==> config.mk <==
export PLATFORM = sky130hd
export DESIGN_NAME = uart_tx_flat
export DESIGN_NICKNAME = d
export VERILOG_FILES = /design/src/rtl/uart_pkg.sv /design/src/rtl/uart_tx_if.sv /design/src/rtl/uart_tx_fifo.sv /design/src/rtl/uart_tx.sv /design/src/flat_wrapper.sv
export SDC_FILE = /design/constraint.sdc
export NUM_CORES = 1
export LEC_CHECK = 0
export CAP_MARGIN = 40
export CORE_UTILIZATION = 40
export CTS_CLUSTER_SIZE = 30
export DETAILED_ROUTE_END_ITERATION = 10
export GPL_TIMING_DRIVEN = 0
export HOLD_SLACK_MARGIN = 0.05
export PLACE_DENSITY = 0.59
export SYNTH_ARGS = -nofsm -noshare
export SYNTH_HDL_FRONTEND = slang
export SYNTH_SLANG_ARGS = --single-unit
==> constraint.sdc <==
create_clock -name clk -period 3.6 [get_ports clk]
set_clock_uncertainty 0.2 [all_clocks]
set_input_delay 0.54 -clock clk [delete_from_list [all_inputs] [get_ports clk]]
set_output_delay 0.54 -clock clk [all_outputs]
set_load 0.02 [all_outputs]
==> src/rtl/uart_pkg.sv <==
// Shared UART constants and transmitter state encoding.
package uart_pkg;
   localparam int UART_OVERSAMPLE = 16;
   localparam int UART_DATA_BITS  = 8;

   typedef enum logic [1:0] {
      TX_IDLE  = 2'd0,
      TX_START = 2'd1,
      TX_DATA  = 2'd2,
      TX_STOP  = 2'd3
   } tx_state_e;
endpackage

==> src/rtl/uart_tx_if.sv <==
// Byte write port of the UART transmitter: push handshake plus fill level.
interface uart_tx_if
   import uart_pkg::*;
#(
   parameter int FIFO_AW = 4
);
   logic                      wrEn;
   logic [UART_DATA_BITS-1:0] wrData;
   logic                      wrReady;
   logic [FIFO_AW:0]          level;

   modport master (output wrEn, wrData, input wrReady, level);
   modport slave  (input wrEn, wrData, output wrReady, level);
endinterface

==> src/rtl/uart_tx_fifo.sv <==
// Synchronous byte FIFO; dout shows the head entry whenever the FIFO is non-empty.
module uart_tx_fifo #(
   parameter int AW = 4,
   parameter int DW = 8
) (
   input  logic          clk,
   input  logic          rst_n,
   input  logic          push,
   input  logic [DW-1:0] din,
   input  logic          pop,
   output logic [DW-1:0] dout,
   output logic          full,
   output logic          empty,
   output logic [AW:0]   count
);
   localparam logic [AW:0] DEPTH = {1'b1, {AW{1'b0}}};

   logic [DW-1:0] mem_q [2**AW];
   logic [AW-1:0] wrPtr_q, rdPtr_q;
   logic [AW:0]   count_q;
   logic          doPush, doPop;

   // A push while full is dropped even if a pop happens in the same cycle.
   assign doPush = push & ~full;
   assign doPop  = pop & ~empty;

   always_ff @(posedge clk or negedge rst_n) begin
      if (!rst_n) begin
         wrPtr_q <= '0;
         rdPtr_q <= '0;
         count_q <= '0;
      end else begin
         if (doPush) wrPtr_q <= wrPtr_q + 1'b1;
         if (doPop)  rdPtr_q <= rdPtr_q + 1'b1;
         case ({doPush, doPop})
            2'b10:   count_q <= count_q + 1'b1;
            2'b01:   count_q <= count_q - 1'b1;
            default: count_q <= count_q;
         endcase
      end
   end

   always_ff @(posedge clk) begin
      if (doPush) mem_q[wrPtr_q] <= din;
   end

   assign dout  = mem_q[rdPtr_q];
   assign count = count_q;
   assign full  = (count_q == DEPTH);
   assign empty = (count_q == '0);
endmodule

==> src/rtl/uart_tx.sv <==
// 8N1/8N2 serial transmitter paced by a 16x-baud strobe, fed from a byte FIFO.
module uart_tx
   import uart_pkg::*;
#(
   parameter int FIFO_AW   = 4,
   parameter int STOP_BITS = 1
) (
   input  logic      clk,
   input  logic      rst_n,
   input  logic      baudEn,
   uart_tx_if.slave  wr,
   output logic      busy,
   output logic      txd
);
   tx_state_e                 state_q, state_d;
   logic [3:0]                ph_q, ph_d;
   logic [2:0]                bitnum_q, bitnum_d;
   logic                      stopCnt_q, stopCnt_d;
   logic [UART_DATA_BITS-1:0] shift_q, shift_d;
   logic                      txd_q, txd_d;
   logic                      pop;
   logic [UART_DATA_BITS-1:0] fifoDout;
   logic                      fifoFull, fifoEmpty;
   logic [FIFO_AW:0]          fifoCount;

   uart_tx_fifo #(.AW(FIFO_AW), .DW(UART_DATA_BITS)) u_fifo (
      .clk   (clk),
      .rst_n (rst_n),
      .push  (wr.wrEn),
      .din   (wr.wrData),
      .pop   (pop),
      .dout  (fifoDout),
      .full  (fifoFull),
      .empty (fifoEmpty),
      .count (fifoCount)
   );

   assign wr.wrReady = ~fifoFull;
   assign wr.level   = fifoCount;

   always_comb begin
      state_d   = state_q;
      ph_d      = ph_q;
      bitnum_d  = bitnum_q;
      stopCnt_d = stopCnt_q;
      shift_d   = shift_q;
      txd_d     = txd_q;
      pop       = 1'b0;
      if (baudEn) begin
         case (state_q)
            TX_IDLE: if (!fifoEmpty) begin
               pop     = 1'b1;
               shift_d = fifoDout;
               txd_d   = 1'b0;
               ph_d    = 4'hF;
               state_d = TX_START;
            end
            TX_START: if (ph_q == 4'd0) begin
               txd_d    = shift_q[0];
               bitnum_d = 3'd0;
               ph_d     = 4'hF;
               state_d  = TX_DATA;
            end else ph_d = ph_q - 4'd1;
            TX_DATA: if (ph_q == 4'd0) begin
               ph_d = 4'hF;
               if (bitnum_q == 3'd7) begin
                  txd_d     = 1'b1;
                  stopCnt_d = 1'(STOP_BITS - 1);
                  state_d   = TX_STOP;
               end else begin
                  shift_d  = shift_q >> 1;
                  txd_d    = shift_q[1];
                  bitnum_d = bitnum_q + 3'd1;
               end
            end else ph_d = ph_q - 4'd1;
            TX_STOP: if (ph_q == 4'd0) begin
               if (stopCnt_q != 1'b0) begin
                  stopCnt_d = 1'b0;
                  ph_d      = 4'hF;
               end else if (!fifoEmpty) begin
                  // Next frame's start bit begins on the same tick: no idle gap.
                  pop     = 1'b1;
                  shift_d = fifoDout;
                  txd_d   = 1'b0;
                  ph_d    = 4'hF;
                  state_d = TX_START;
               end else state_d = TX_IDLE;
            end else ph_d = ph_q - 4'd1;
            default: begin
               state_d = TX_IDLE;
               txd_d   = 1'b1;
            end
         endcase
      end
   end

   always_ff @(posedge clk or negedge rst_n) begin
      if (!rst_n) begin
         state_q   <= TX_IDLE;
         ph_q      <= '0;
         bitnum_q  <= '0;
         stopCnt_q <= 1'b0;
         shift_q   <= '0;
         txd_q     <= 1'b1;
      end else begin
         state_q   <= state_d;
         ph_q      <= ph_d;
         bitnum_q  <= bitnum_d;
         stopCnt_q <= stopCnt_d;
         shift_q   <= shift_d;
         txd_q     <= txd_d;
      end
   end

   assign txd  = txd_q;
   assign busy = (state_q != TX_IDLE) | ~fifoEmpty;
endmodule

==> src/flat_wrapper.sv <==
// flat-port wrapper written by rule: the top's interface ports become plain ports
module uart_tx_flat import uart_pkg::*;
#(
   parameter int FIFO_AW   = 4,
   parameter int STOP_BITS = 1
)
  (clk, rst_n, baudEn, busy, txd, wr_wrEn, wr_wrData, wr_wrReady, wr_level);
  uart_tx_if #(.FIFO_AW(FIFO_AW)) wr_i ();
  input  logic clk;
  input  logic rst_n;
  input  logic baudEn;
  output logic busy;
  output logic txd;
  input wire logic [$bits(wr_i.wrEn)-1:0] wr_wrEn;
  input wire logic [$bits(wr_i.wrData)-1:0] wr_wrData;
  output wire logic [$bits(wr_i.wrReady)-1:0] wr_wrReady;
  output wire logic [$bits(wr_i.level)-1:0] wr_level;
  assign wr_i.wrEn = wr_wrEn;
  assign wr_i.wrData = wr_wrData;
  assign wr_wrReady = wr_i.wrReady;
  assign wr_level = wr_i.level;
  uart_tx #(.FIFO_AW(FIFO_AW), .STOP_BITS(STOP_BITS)) u_core (.clk(clk), .rst_n(rst_n), .baudEn(baudEn), .wr(wr_i), .busy(busy), .txd(txd));
endmodule
==> summary.txt <==
Drt
  • Via count: 3647
  • DR WL/cell: 19.5 um
  • Antenna-violating nets left: 0
  • First-pass iteration count of the detailed router: 4
  • Routed Wire Length: 13400 um
  • Initial DRC Count: 282
  • Via density: 5.30
  • DR DRC count: 0

Placed design
  • Placed cell area: 7200 um^2
  • DP HPWL: 8840 um
  • PortBufs: 19
  • Placed insts: 653
  • Gpl congestion: 0.719

Die
  • Die height: 132 um
  • Rows: 46
  • Initial core utilization: 41.6%
  • I/O pins: 20
  • Die X: 132 um
  • Core Area: approximately 16000 um^2
  • Die area: 17300 um^2

Logic synthesis
  • Dominant cell type by area after synthesis: edfxtp_1
  • Most used DFF post-synth: edfxtp_1
  • Post-synth cell types: 45
  • Synth top area share: 57.3%
  • Synth Instances: 413
  • EDFF count, synth: around 130
  • Sequential cell area fraction in the yosys report: 68.9%
  • Yosys warns: 0
  • Synth Register Bits: roughly 160
  • Syn_nets: 443
  • Synth area leaders: edfxtp_1 (57%), dfrtp_1 (11%), mux4_2 (11%), ha_1 (3.2%), a21oi_1 (2.3%)
  • Async SR Flop Fraction: between 10% and 20%
  • Post-Syn Area: 6710 um^2
  • Mean Syn Cell Area: roughly 16 um^2

Min path
  • Hold Crit Class: reg2reg

Pwr
  • Power Density: a little over 800 nW/um^2
  • Worst vdd ir: ~0.42 mV
  • Leak Pwr: 2.68 nW

Cells and area
  • Most common cell after layout, fill and taps aside: edfxtp_1
  • Most frequent cells in the layout: edfxtp_1 (128), mux4_2 (32), a21oi_1 (31), dfrtp_1 (30), nor2_1 (28)
  • Antenna Diode Count: 0
  • NumNets Final: 489
  • P&R area growth vs syn: 16.2%
  • Final core occ: between 40 and 50%
  • Fin cells: 688
  • Final Cell Area: around 7800 um^2
  • Layout cells sized above 1: 18.9%
  • Fill count: 1384

Worst setup path
  • Max FO, Critical Path: 5
  • Crit path arrival time: 3.43 ns
  • Reg-to-Reg End: u_core.u_fifo.count[4]
  • Worst Setup End Kind: flop
  • Reg2Reg Launch Point: u_core.ph_q[0]
  • Worst setup startpoint: u_core.ph_q[0]
  • R2R depth: 13
  • Flop2flop setup slack: 0.31 ns
  • Startpoint Class: flop
  • CP required: about 3.7 ns
  • Worst Setup EP: u_core.u_fifo.count[4]
  • Crit Path Class: reg2reg

Clocking
  • Clk pin slew, worst setup/hold paths: 0.06 ns
  • Clock sinks: 159
  • CTS tree: yes
  • H-tree levels: 4
  • Clk buf depth: 2
  • Clock Latency Late Sink: 0.42 ns
  • Clock root buffer: clkbuf_16
  • Total CTS buffers: 17

GRT
  • Largest net degree at the start of global routing: 32
  • Gr usage total: 16.9%
  • First-pass GRT wire length: 21700 um
  • Grt total ovfl: 0
  • Vias in the first global route: 3798
  • Antenna violations before repair: 0

Timing
  • Worst-Margin Slew: approximately 0.83 ns
  • Post-layout minimum cycle time: around 3.3 ns
  • RSZ-0062 raised after global routing: no
  • Fmax: 304 MHz
  • Setup TNS: 0 ns
  • Hold Vio Cnt, Final: 0
  • Final setup viols: 0
  • Final Hold Slack: between 0.3 and 0.4 ns
  • Rel. slew slack: 43.9%
  • Final Max Tran Viols: 0
  • Tcrit/Tclk final: 91.3%

Status
  • Status: finished, final reports clean

Job
  • Max-cap violations: 0
## per-stage QoR
step	power, mW	worst slack, ns
after floorplan	4.01	0.415
after global placement	4.59	0.0815
after detailed placement	4.65	0.0306
after CTS	6.37	0.130
after global routing	6.70	0.00742
final	6.32	0.312
## cells by family after synthesis
| family | count (synthesis) | synth area share [%] |
|---|---|---|
| adder cells (fa/ha/maj) | 18 | 3.47 |
| flip-flops | 159 | 68.9 |
| AND/OR/NAND/NOR | 79 | 5.58 |
| buffers and inverters | 32 | 2.05 |
| multiplexers | 35 | 11.2 |
| AO/OA/AOI/OAI | 80 | 7.51 |
| XOR/XNOR | 10 | 1.31 |
## what timing repair did
action / CTS / global route
gates resized for setup: 1 / 1
endpoints found under the setup margin: 1 / 1
buffers inserted: 0 / 2
hold endpoints to repair: 30 / 0
hold buffers: 1 / 0
pin swaps: 0 / 1
## final cells by class
type                            instances  area [um^2]  area share [%]
Timing Repair Buffer                   27          243            3.11
Inverter                               13         48.8           0.626
Clock inverter                         15          135            1.73
Buffer                                 19         88.8            1.14
Tap cell                              216          270            3.47
Multi-Input combinational cell        222         1960            25.2
Sequential cell                       159         4620            59.3
Clock buffer                           17          425            5.46
## state kept, by name (all words and copies together) (netlist names)
signal / flops
u_core.u_fifo.wrPtr_q: 4
u_core.u_fifo.count: 5
u_core.shift_q: 8
u_core.state_q: 2
u_core.ph_q: 4
u_core.txd: 1
u_core.u_fifo.rdPtr_q: 4
u_core.bitnum_q: 3
u_core.u_fifo.mem_q: 128
## Yosys cell counts (2+ instances only)
master and n:
a21oi_2 3, nor2_1 28, nor3_1 6, o21ai_0 16, a22o_1 3, a22oi_1 16
mux2_2 2, and2_1 3, buf_2 3, nand2b_1 3, inv_1 13, ha_1 17
a21oi_1 31, o31ai_1 2, mux4_2 32, buf_1 4, xnor2_1 7, edfxtp_1 128
nand4_1 2, nand2_1 27, dfrtp_1 30, clkbuf_1 8, nor2b_1 4, clkbuf_2 2
xor2_1 3
## worst min-delay path by stage
stage,slack (ns),cells after the start,to,start
3_3_place_gp,0.29,1,u_core.shift_q[7],u_core.shift_q[7]
4_1_cts,0.30,2,u_core.txd,u_core.txd
3_5_place_dp,0.29,2,u_core.txd,u_core.txd
6_report,0.30,2,u_core.txd,u_core.txd
2_1_floorplan,0.04,0,u_core.bitnum_q[0],rst_n
5_1_grt,0.33,1,u_core.shift_q[7],u_core.shift_q[7]
## routing by layer
metal | global-route usage, % | share of wire (%) | vias to the layer above
li1 | - | - | 1696
met1 | 23.0 | 45 | 1854
met2 | 26.5 | 48 | 82
met3 | 3.51 | 5.3 | 15
met4 | 6.78 | 1.5 | 0
met5 | 0 | 0 | -
## where the power goes
part	total [mW]	internal, mW	switching [mW]
Combinational	2.14	0.914	1.22
Sequential	2.48	2.31	0.176
Clock	1.70	0.959	0.736
## worst max-delay path, stage by stage (launching register included)
cell	delay (ns)
dfrtp_1	0.40
inv_1	0.10
ha_1	0.24
nor3b_2	0.31
a21oi_1	0.15
nor4b_4	0.30
ha_1	0.28
inv_1	0.10
fa_1	0.40
nor2b_1	0.12
o21ai_0	0.10
and3_1	0.19
nor3_1	0.18
xnor2_1	0.14
Power figures use the tool's default switching activity.
